**src/rtl/ps2_rx_fifo_if.sv**
```systemverilog
// Consumer-side bundle of the PS/2 receiver: show-ahead byte stream with
// valid/ready handshake plus the status pulses and FIFO occupancy.
interface ps2_rx_fifo_if #(
  parameter int FIFO_AW = 3
) ();
  logic [7:0]       scan_data;
  logic             scan_data_valid;
  logic             scan_data_ready;
  logic             frame_error;
  logic             timeout;
  logic             overflow;
  logic [FIFO_AW:0] fifo_count;

  modport master (
    output scan_data,
    output scan_data_valid,
    input  scan_data_ready,
    output frame_error,
    output timeout,
    output overflow,
    output fifo_count
  );

  modport slave (
    input  scan_data,
    input  scan_data_valid,
    output scan_data_ready,
    input  frame_error,
    input  timeout,
    input  overflow,
    input  fifo_count
  );
endinterface

```
**src/rtl/ps2_rx_fifo.sv**
```systemverilog
// PS/2 device-to-host receiver: synchronised and glitch-filtered clock line,
// 11-bit frame capture with start/parity/stop checks, inactivity timeout, output FIFO.
module ps2_rx_fifo #(
  parameter int FILTER_LEN     = 8,
  parameter int TIMEOUT_CYCLES = 262144,
  parameter int FIFO_AW        = 3,
  parameter int CHECK_PARITY   = 1
) (
  input  logic           clk,
  input  logic           reset,
  input  logic           ps2_clk,
  input  logic           ps2_data,
  ps2_rx_fifo_if.master  rx
);

  localparam int                 DEPTH      = 1 << FIFO_AW;
  localparam int                 TW         = $clog2(TIMEOUT_CYCLES) + 1;
  localparam logic [TW-1:0]      TIMER_LAST = TW'(TIMEOUT_CYCLES - 1);
  localparam logic [TW-1:0]      TIMER_ONE  = TW'(1);
  localparam logic [7:0]         FILT_LAST  = 8'(FILTER_LEN - 1);
  localparam logic [FIFO_AW-1:0] PTR_ONE    = FIFO_AW'(1);
  localparam logic [FIFO_AW:0]   CNT_ONE    = (FIFO_AW + 1)'(1);
  localparam logic [FIFO_AW:0]   CNT_ZERO   = (FIFO_AW + 1)'(0);
  localparam logic [FIFO_AW:0]   CNT_FULL   = (FIFO_AW + 1)'(DEPTH);

  typedef enum logic [1:0] {
    IDLE  = 2'd0,
    RECV  = 2'd1,
    CHECK = 2'd2
  } state_t;

  // Frame layout (bit 0 first on the wire): start, 8 data bits, parity, stop.
  function automatic logic odd_parity_ok(input logic [8:0] data_and_parity);
    return ^data_and_parity;
  endfunction

  function automatic logic frame_ok(input logic [10:0] frame);
    logic parity_ok;
    parity_ok = (CHECK_PARITY == 0) ? 1'b1 : odd_parity_ok(frame[9:1]);
    return (frame[0] == 1'b0) && (frame[10] == 1'b1) && parity_ok;
  endfunction

  logic                clk_meta_r;
  logic                clk_sync_r;
  logic                data_meta_r;
  logic                data_sync_r;
  logic                fclk_r;
  logic [7:0]          filt_cnt_r;
  logic                fall_s;

  state_t              state_r;
  logic [3:0]          bit_cnt_r;
  logic [10:0]         shift_r;
  logic [10:0]         shift_next_s;
  logic [TW-1:0]       timer_r;
  logic                good_r;
  logic                frame_error_r;
  logic                timeout_r;

  logic [7:0]          mem [DEPTH];
  logic [FIFO_AW-1:0]  wr_ptr_r;
  logic [FIFO_AW-1:0]  rd_ptr_r;
  logic [FIFO_AW-1:0]  rd_next_s;
  logic [FIFO_AW:0]    count_r;
  logic [FIFO_AW:0]    count_next_s;
  logic [7:0]          head_r;
  logic [7:0]          head_next_s;
  logic                valid_r;
  logic                full_s;
  logic                pop_s;
  logic                push_s;
  logic                overflow_s;

  // Two-flop synchronisers; idle line level is high.
  always_ff @(posedge clk) begin
    if (reset) begin
      clk_meta_r  <= 1'b1;
      clk_sync_r  <= 1'b1;
      data_meta_r <= 1'b1;
      data_sync_r <= 1'b1;
    end else begin
      clk_meta_r  <= ps2_clk;
      clk_sync_r  <= clk_meta_r;
      data_meta_r <= ps2_data;
      data_sync_r <= data_meta_r;
    end
  end

  // Clock-line filter: follow the synchronised level only after it has disagreed for FILTER_LEN cycles.
  always_ff @(posedge clk) begin
    if (reset) begin
      fclk_r     <= 1'b1;
      filt_cnt_r <= 8'd0;
    end else if (clk_sync_r != fclk_r) begin
      if (filt_cnt_r == FILT_LAST) begin
        fclk_r     <= clk_sync_r;
        filt_cnt_r <= 8'd0;
      end else begin
        fclk_r     <= fclk_r;
        filt_cnt_r <= filt_cnt_r + 8'd1;
      end
    end else begin
      fclk_r     <= fclk_r;
      filt_cnt_r <= 8'd0;
    end
  end

  // The edge is acted on in the same cycle the filter commits fclk from 1 to 0.
  assign fall_s       = fclk_r && !clk_sync_r && (filt_cnt_r == FILT_LAST);
  assign shift_next_s = {data_sync_r, shift_r[10:1]};

  // Frame FSM with timer; the verdict is registered on the stop-bit edge so CHECK sees it.
  always_ff @(posedge clk) begin
    if (reset) begin
      state_r       <= IDLE;
      bit_cnt_r     <= 4'd0;
      shift_r       <= 11'd0;
      timer_r       <= {TW{1'b0}};
      good_r        <= 1'b0;
      frame_error_r <= 1'b0;
      timeout_r     <= 1'b0;
    end else begin
      frame_error_r <= 1'b0;
      timeout_r     <= 1'b0;
      case (state_r)
        IDLE: begin
          timer_r <= {TW{1'b0}};
          if (fall_s) begin
            shift_r   <= {data_sync_r, 10'd0};
            bit_cnt_r <= 4'd1;
            state_r   <= RECV;
          end else begin
            bit_cnt_r <= 4'd0;
          end
        end
        RECV: begin
          // A falling edge in the expiry cycle takes priority over the timeout.
          if (fall_s) begin
            shift_r   <= shift_next_s;
            bit_cnt_r <= bit_cnt_r + 4'd1;
            timer_r   <= {TW{1'b0}};
            if (bit_cnt_r == 4'd10) begin
              state_r       <= CHECK;
              good_r        <= frame_ok(shift_next_s);
              frame_error_r <= !frame_ok(shift_next_s);
            end else begin
              state_r <= RECV;
            end
          end else if (timer_r == TIMER_LAST) begin
            state_r   <= IDLE;
            bit_cnt_r <= 4'd0;
            shift_r   <= 11'd0;
            timer_r   <= {TW{1'b0}};
            timeout_r <= 1'b1;
          end else begin
            timer_r <= timer_r + TIMER_ONE;
          end
        end
        CHECK: begin
          state_r   <= IDLE;
          bit_cnt_r <= 4'd0;
          timer_r   <= {TW{1'b0}};
        end
        default: begin
          state_r   <= IDLE;
          bit_cnt_r <= 4'd0;
          shift_r   <= 11'd0;
          timer_r   <= {TW{1'b0}};
        end
      endcase
    end
  end

  assign full_s     = (count_r == CNT_FULL);
  assign pop_s      = valid_r && rx.scan_data_ready;
  assign push_s     = (state_r == CHECK) && good_r && (!full_s || pop_s);
  assign overflow_s = !reset && (state_r == CHECK) && good_r && full_s && !pop_s;
  assign rd_next_s  = pop_s ? (rd_ptr_r + PTR_ONE) : rd_ptr_r;

  // Next occupancy; a simultaneous push and pop leaves it unchanged.
  always_comb begin
    count_next_s = count_r;
    if (push_s && !pop_s) begin
      count_next_s = count_r + CNT_ONE;
    end else if (pop_s && !push_s) begin
      count_next_s = count_r - CNT_ONE;
    end else begin
      count_next_s = count_r;
    end
  end

  // Next show-ahead byte; the freshly pushed byte is forwarded when it becomes the head.
  always_comb begin
    head_next_s = 8'h00;
    if (count_next_s == CNT_ZERO) begin
      head_next_s = 8'h00;
    end else if (push_s && (wr_ptr_r == rd_next_s)) begin
      head_next_s = shift_r[8:1];
    end else begin
      head_next_s = mem[rd_next_s];
    end
  end

  // Storage array; no reset needed since every entry is written before it is read.
  always_ff @(posedge clk) begin
    if (!reset && push_s) begin
      mem[wr_ptr_r] <= shift_r[8:1];
    end
  end

  // Pointers, occupancy and registered head/valid.
  always_ff @(posedge clk) begin
    if (reset) begin
      wr_ptr_r <= {FIFO_AW{1'b0}};
      rd_ptr_r <= {FIFO_AW{1'b0}};
      count_r  <= CNT_ZERO;
      head_r   <= 8'h00;
      valid_r  <= 1'b0;
    end else begin
      if (push_s) begin
        wr_ptr_r <= wr_ptr_r + PTR_ONE;
      end
      rd_ptr_r <= rd_next_s;
      count_r  <= count_next_s;
      head_r   <= head_next_s;
      valid_r  <= (count_next_s != CNT_ZERO);
    end
  end

  assign rx.scan_data       = head_r;
  assign rx.scan_data_valid = valid_r;
  assign rx.fifo_count      = count_r;
  assign rx.frame_error     = frame_error_r;
  assign rx.timeout         = timeout_r;
  assign rx.overflow        = overflow_s;

endmodule

```
**src/flat_wrapper.sv**
```systemverilog
// flat-port wrapper written by rule: the top's interface ports become plain ports
module ps2_rx_fifo_flat 
#(
  parameter int FILTER_LEN     = 8,
  parameter int TIMEOUT_CYCLES = 262144,
  parameter int FIFO_AW        = 3,
  parameter int CHECK_PARITY   = 1
)
  (clk, reset, ps2_clk, ps2_data, rx_scan_data, rx_scan_data_valid, rx_scan_data_ready, rx_frame_error, rx_timeout, rx_overflow, rx_fifo_count);
  ps2_rx_fifo_if #(.FIFO_AW(FIFO_AW)) rx_i ();
  input  logic clk;
  input  logic reset;
  input  logic ps2_clk;
  input  logic ps2_data;
  output wire logic [$bits(rx_i.scan_data)-1:0] rx_scan_data;
  output wire logic [$bits(rx_i.scan_data_valid)-1:0] rx_scan_data_valid;
  input wire logic [$bits(rx_i.scan_data_ready)-1:0] rx_scan_data_ready;
  output wire logic [$bits(rx_i.frame_error)-1:0] rx_frame_error;
  output wire logic [$bits(rx_i.timeout)-1:0] rx_timeout;
  output wire logic [$bits(rx_i.overflow)-1:0] rx_overflow;
  output wire logic [$bits(rx_i.fifo_count)-1:0] rx_fifo_count;
  assign rx_scan_data = rx_i.scan_data;
  assign rx_scan_data_valid = rx_i.scan_data_valid;
  assign rx_i.scan_data_ready = rx_scan_data_ready;
  assign rx_frame_error = rx_i.frame_error;
  assign rx_timeout = rx_i.timeout;
  assign rx_overflow = rx_i.overflow;
  assign rx_fifo_count = rx_i.fifo_count;
  ps2_rx_fifo #(.FILTER_LEN(FILTER_LEN), .TIMEOUT_CYCLES(TIMEOUT_CYCLES), .FIFO_AW(FIFO_AW), .CHECK_PARITY(CHECK_PARITY)) u_core (.clk(clk), .reset(reset), .ps2_clk(ps2_clk), .ps2_data(ps2_data), .rx(rx_i));
endmodule
```
**config.mk**
```make
export PLATFORM = sky130hd
export DESIGN_NAME = ps2_rx_fifo_flat
export DESIGN_NICKNAME = d
export VERILOG_FILES = /design/src/rtl/ps2_rx_fifo_if.sv /design/src/rtl/ps2_rx_fifo.sv /design/src/flat_wrapper.sv
export SDC_FILE = /design/constraint.sdc
export NUM_CORES = 1
export LEC_CHECK = 0
export BUFFER_PORTS_ARGS = -buffer_cell sky130_fd_sc_hd__buf_2
export CORE_MARGIN = 2
export CORE_UTILIZATION = 34
export CTS_CLUSTER_SIZE = 28
export DETAILED_ROUTE_END_ITERATION = 6
export GPL_ROUTABILITY_DRIVEN = 0
export SLEW_MARGIN = 30
export SYNTH_ARGS = -nofsm -noshare
export SYNTH_HDL_FRONTEND = slang
export SYNTH_SLANG_ARGS = --single-unit
```
**constraint.sdc**
```tcl
create_clock -name clk -period 2.5 [get_ports clk]
set_input_delay 0.375 -clock clk [delete_from_list [all_inputs] [get_ports clk]]
set_output_delay 0.375 -clock clk [all_outputs]
set_load 0.01 [all_outputs]
```
==> reports/results.ini <==
[run_status]
status = complete, no violations

[grt]
grt_pass1_wl_um = 16600
antenna_found_initial = 0
grt_usage_pct = 12.5
grt_max_degree = 19
grt_pass1_vias = 3236
overflow = 0

[worst_hold_path]
min_path_cells = 2
min-delay-start = ps2_data
hold_class = in -> reg

[critical_path]
required_ns = 2.80
rr_startpoint = u_core.rx.fifo_count[0]
cp_slowest_stage_delay_ns = 0.49
cpMaxStageDelayCell = a2111o_2
r2r_cells = 8
critPathCaptureType = flop
worst-path-max-fanout = 9
cp_top_family = compound AO/OA/AOI/OAI gates
critPathLaunchType = flop
r2r_setup_slack_ns = 0.22
crit_type = reg -> reg
crit_arrival_ns = 2.59
critical_path.startpoint = u_core.rx.fifo_count[0]
path_cells = inv_1 > ha_1 > nand3b_1 > and3_4 > a22oi_2 > mux2_4 > a2111o_2 > o211a_1
worstPathBufferInverterCount = 1
cp_num_cells = 8

[power_and_ir_drop]
p_per_area_nw_per_um2 = 853
leakage_nw = 2.52
ir_drop_mv = 0.530

[placed_design]
portBuffers = 20
dp_cells = 658
hpwl_um = 6710
place_area_um2 = 5910

[sta]
drv_slew = 0
hold_viol_final = 0
setup_violations = 0
max_slew_margin_pct = 60.0
finalClockSkew_ns = 0.00582
fin_crit_sh_pct = 91.3
rsz0062_at_grt = false
tns_ns = 0
fmax_ghz = 0.438
hold_ws_ns = 0.142
layout_min_cycle_time_ns = 2.28
worst_slew_pin_slew_ns = 0.592

[yosys]
synth_compound_area_share_pct = 5.42
synth_nets = 434
yosysMostFrequentCell = dfxtp_1
synth_seq_cells = 134
synth_top_family_by_area = simple AND/OR/NAND/NOR gates
synthTopCellsByArea = edfxtp_1 (35%), dfxtp_1 (26%), mux4_2 (6.6%)
synth.area.mux_share_pct = 8.93
ys_top_cells_by_count = dfxtp_1 (70), edfxtp_1 (64), nor2_1 (50), nand2_1 (25), xor2_1 (18)
synth-async-reset-ratio_pct = 0
syn-cell-area_um2 = 5490
synth-simple-area-share_pct = 13.9
synth_top_area_cell = edfxtp_1
synth_adder_area_share_pct = 2.28
synth_flop_cell = dfxtp_1
ys_seq_area_share_pct = 60.5
avgSynthCellArea_um2 = 13.1
synthXorXnorAreaFrac_pct = 6.99
synth_cell_type_count = 50
synthDominantCellAreaShare_pct = 35.0
synth_edf_count = 64
ys_warn_count = 0
synth_cells = 419

[clocking]
tritoncts = done
path_clk_slew_ns = 0.06
clk_path_buf_depth = 2
cts_max_level = 4
cts_hold_buf = 0
cts_setup_buffers = 0
cts_sinks = 134
ctsResizeCount = 0
ctsRootBufferMaster = clkbuf_16
clk_latency_ns = 0.41
cts_made_buffers = 17

[layout]
seqCellArea_um2 = 3320
finalInstanceArea_um2 = 6510
final_cells = 691
num_antenna_cells = 0
layout.nets = 477
drive_gt1_share_pct = 20.8
multi_input_area_um2 = 2060
fill_cells = 1488
syn_to_final_growth_pct = 18.5

[flow_run]
cap_violations = 0

[route]
drt_iter0_markers = 208
drt-wirelength-per-cell_um = 15.0
vias_per_cell = 4.81
drc = 0
dr.pass1.iters = 4
ant_nets = 0
wl_um = 10300
vias = 3326

[floorplan]
start_util_pct = 34.7
fp-row-count = 46
fp.dieW_um = 131
die_h_um = 131
core_area_um2 = 15800
die_area_um2 = 17200
ios = 21

where the power goes:
part           internal [mW]  switching [mW]  total (mW)
combinational          0.305           0.368       0.673
sequential              2.34          0.0618        2.40
clock                   1.55           0.922        2.47
total                   4.20            1.35        5.55
area by class of cell:
type                    count  share of cell area, %
repair buffers             38                   3.67
inverters                   7                  0.404
well taps                 216                   4.15
multi-input cells         264                   31.7
clock buffers              17                   6.54
clock inverters            15                   2.48
flip-flops and latches    134                   51.1
final timing paths:
path | endpoint
worst max-delay path | u_core.rx.scan_data[4]
worst min-delay path | u_core.data_meta_r
worst max register to register | u_core.rx.scan_data[4]
worst min register to register | u_core.clk_sync_r
cells in the final DEF, fill, tap and decap left out, types with 13 or more instances in the layout:
cell	netlist	layout
nor2_1	50	50
nor3_1	13	13
edfxtp_1	64	64
mux4_2	16	16
clkbuf_16	0	17
nand3_1	14	14
xor2_1	18	18
xnor2_1	17	17
nand2_1	25	25
buf_2	4	20
dfxtp_1	70	70
buf_4	1	17
registers in the layout, indices dropped and copies added (netlist names), 4 cells and up:
name and cells:
u_core.timer_r 19, u_core.rx.scan_data 8, u_core.shift_r 10, u_core.mem 64, u_core.rx.fifo_count 4, u_core.bit_cnt_r 4, u_core.filt_cnt_r 8
metal layers:
layer / GRT usage (%) / vias up / wire length (um)
li1: - / 1618 / -
met1: 16.2 / 1644 / 4950
met2: 19.6 / 54 / 4850
met3: 4.51 / 10 / 436
met4: 3.74 / 0 / 108
met5: 0 / - / 0
cells by family (layout without fill, tap and decap cells):
kind of cell | after synthesis | count (layout)
xor+xnor | 38 | 38
simple gates | 150 | 150
flops | 134 | 134
buf+inv | 21 | 77
fa+ha+maj | 10 | 10
compound gates | 38 | 38
mux | 28 | 28
metrics by stage:
stage               setup slack, ns  utilization, %  total power, mW
floorplan                     0.130               -             2.97
global placement             0.0476            37.3             3.10
detailed placement          -0.0143            37.3             3.11
CTS                          0.0549            41.0             5.58
global route                 0.0966            41.1             5.76
finish                        0.217            41.1             5.55
Note: power is estimated with default switching activity, not from simulation.
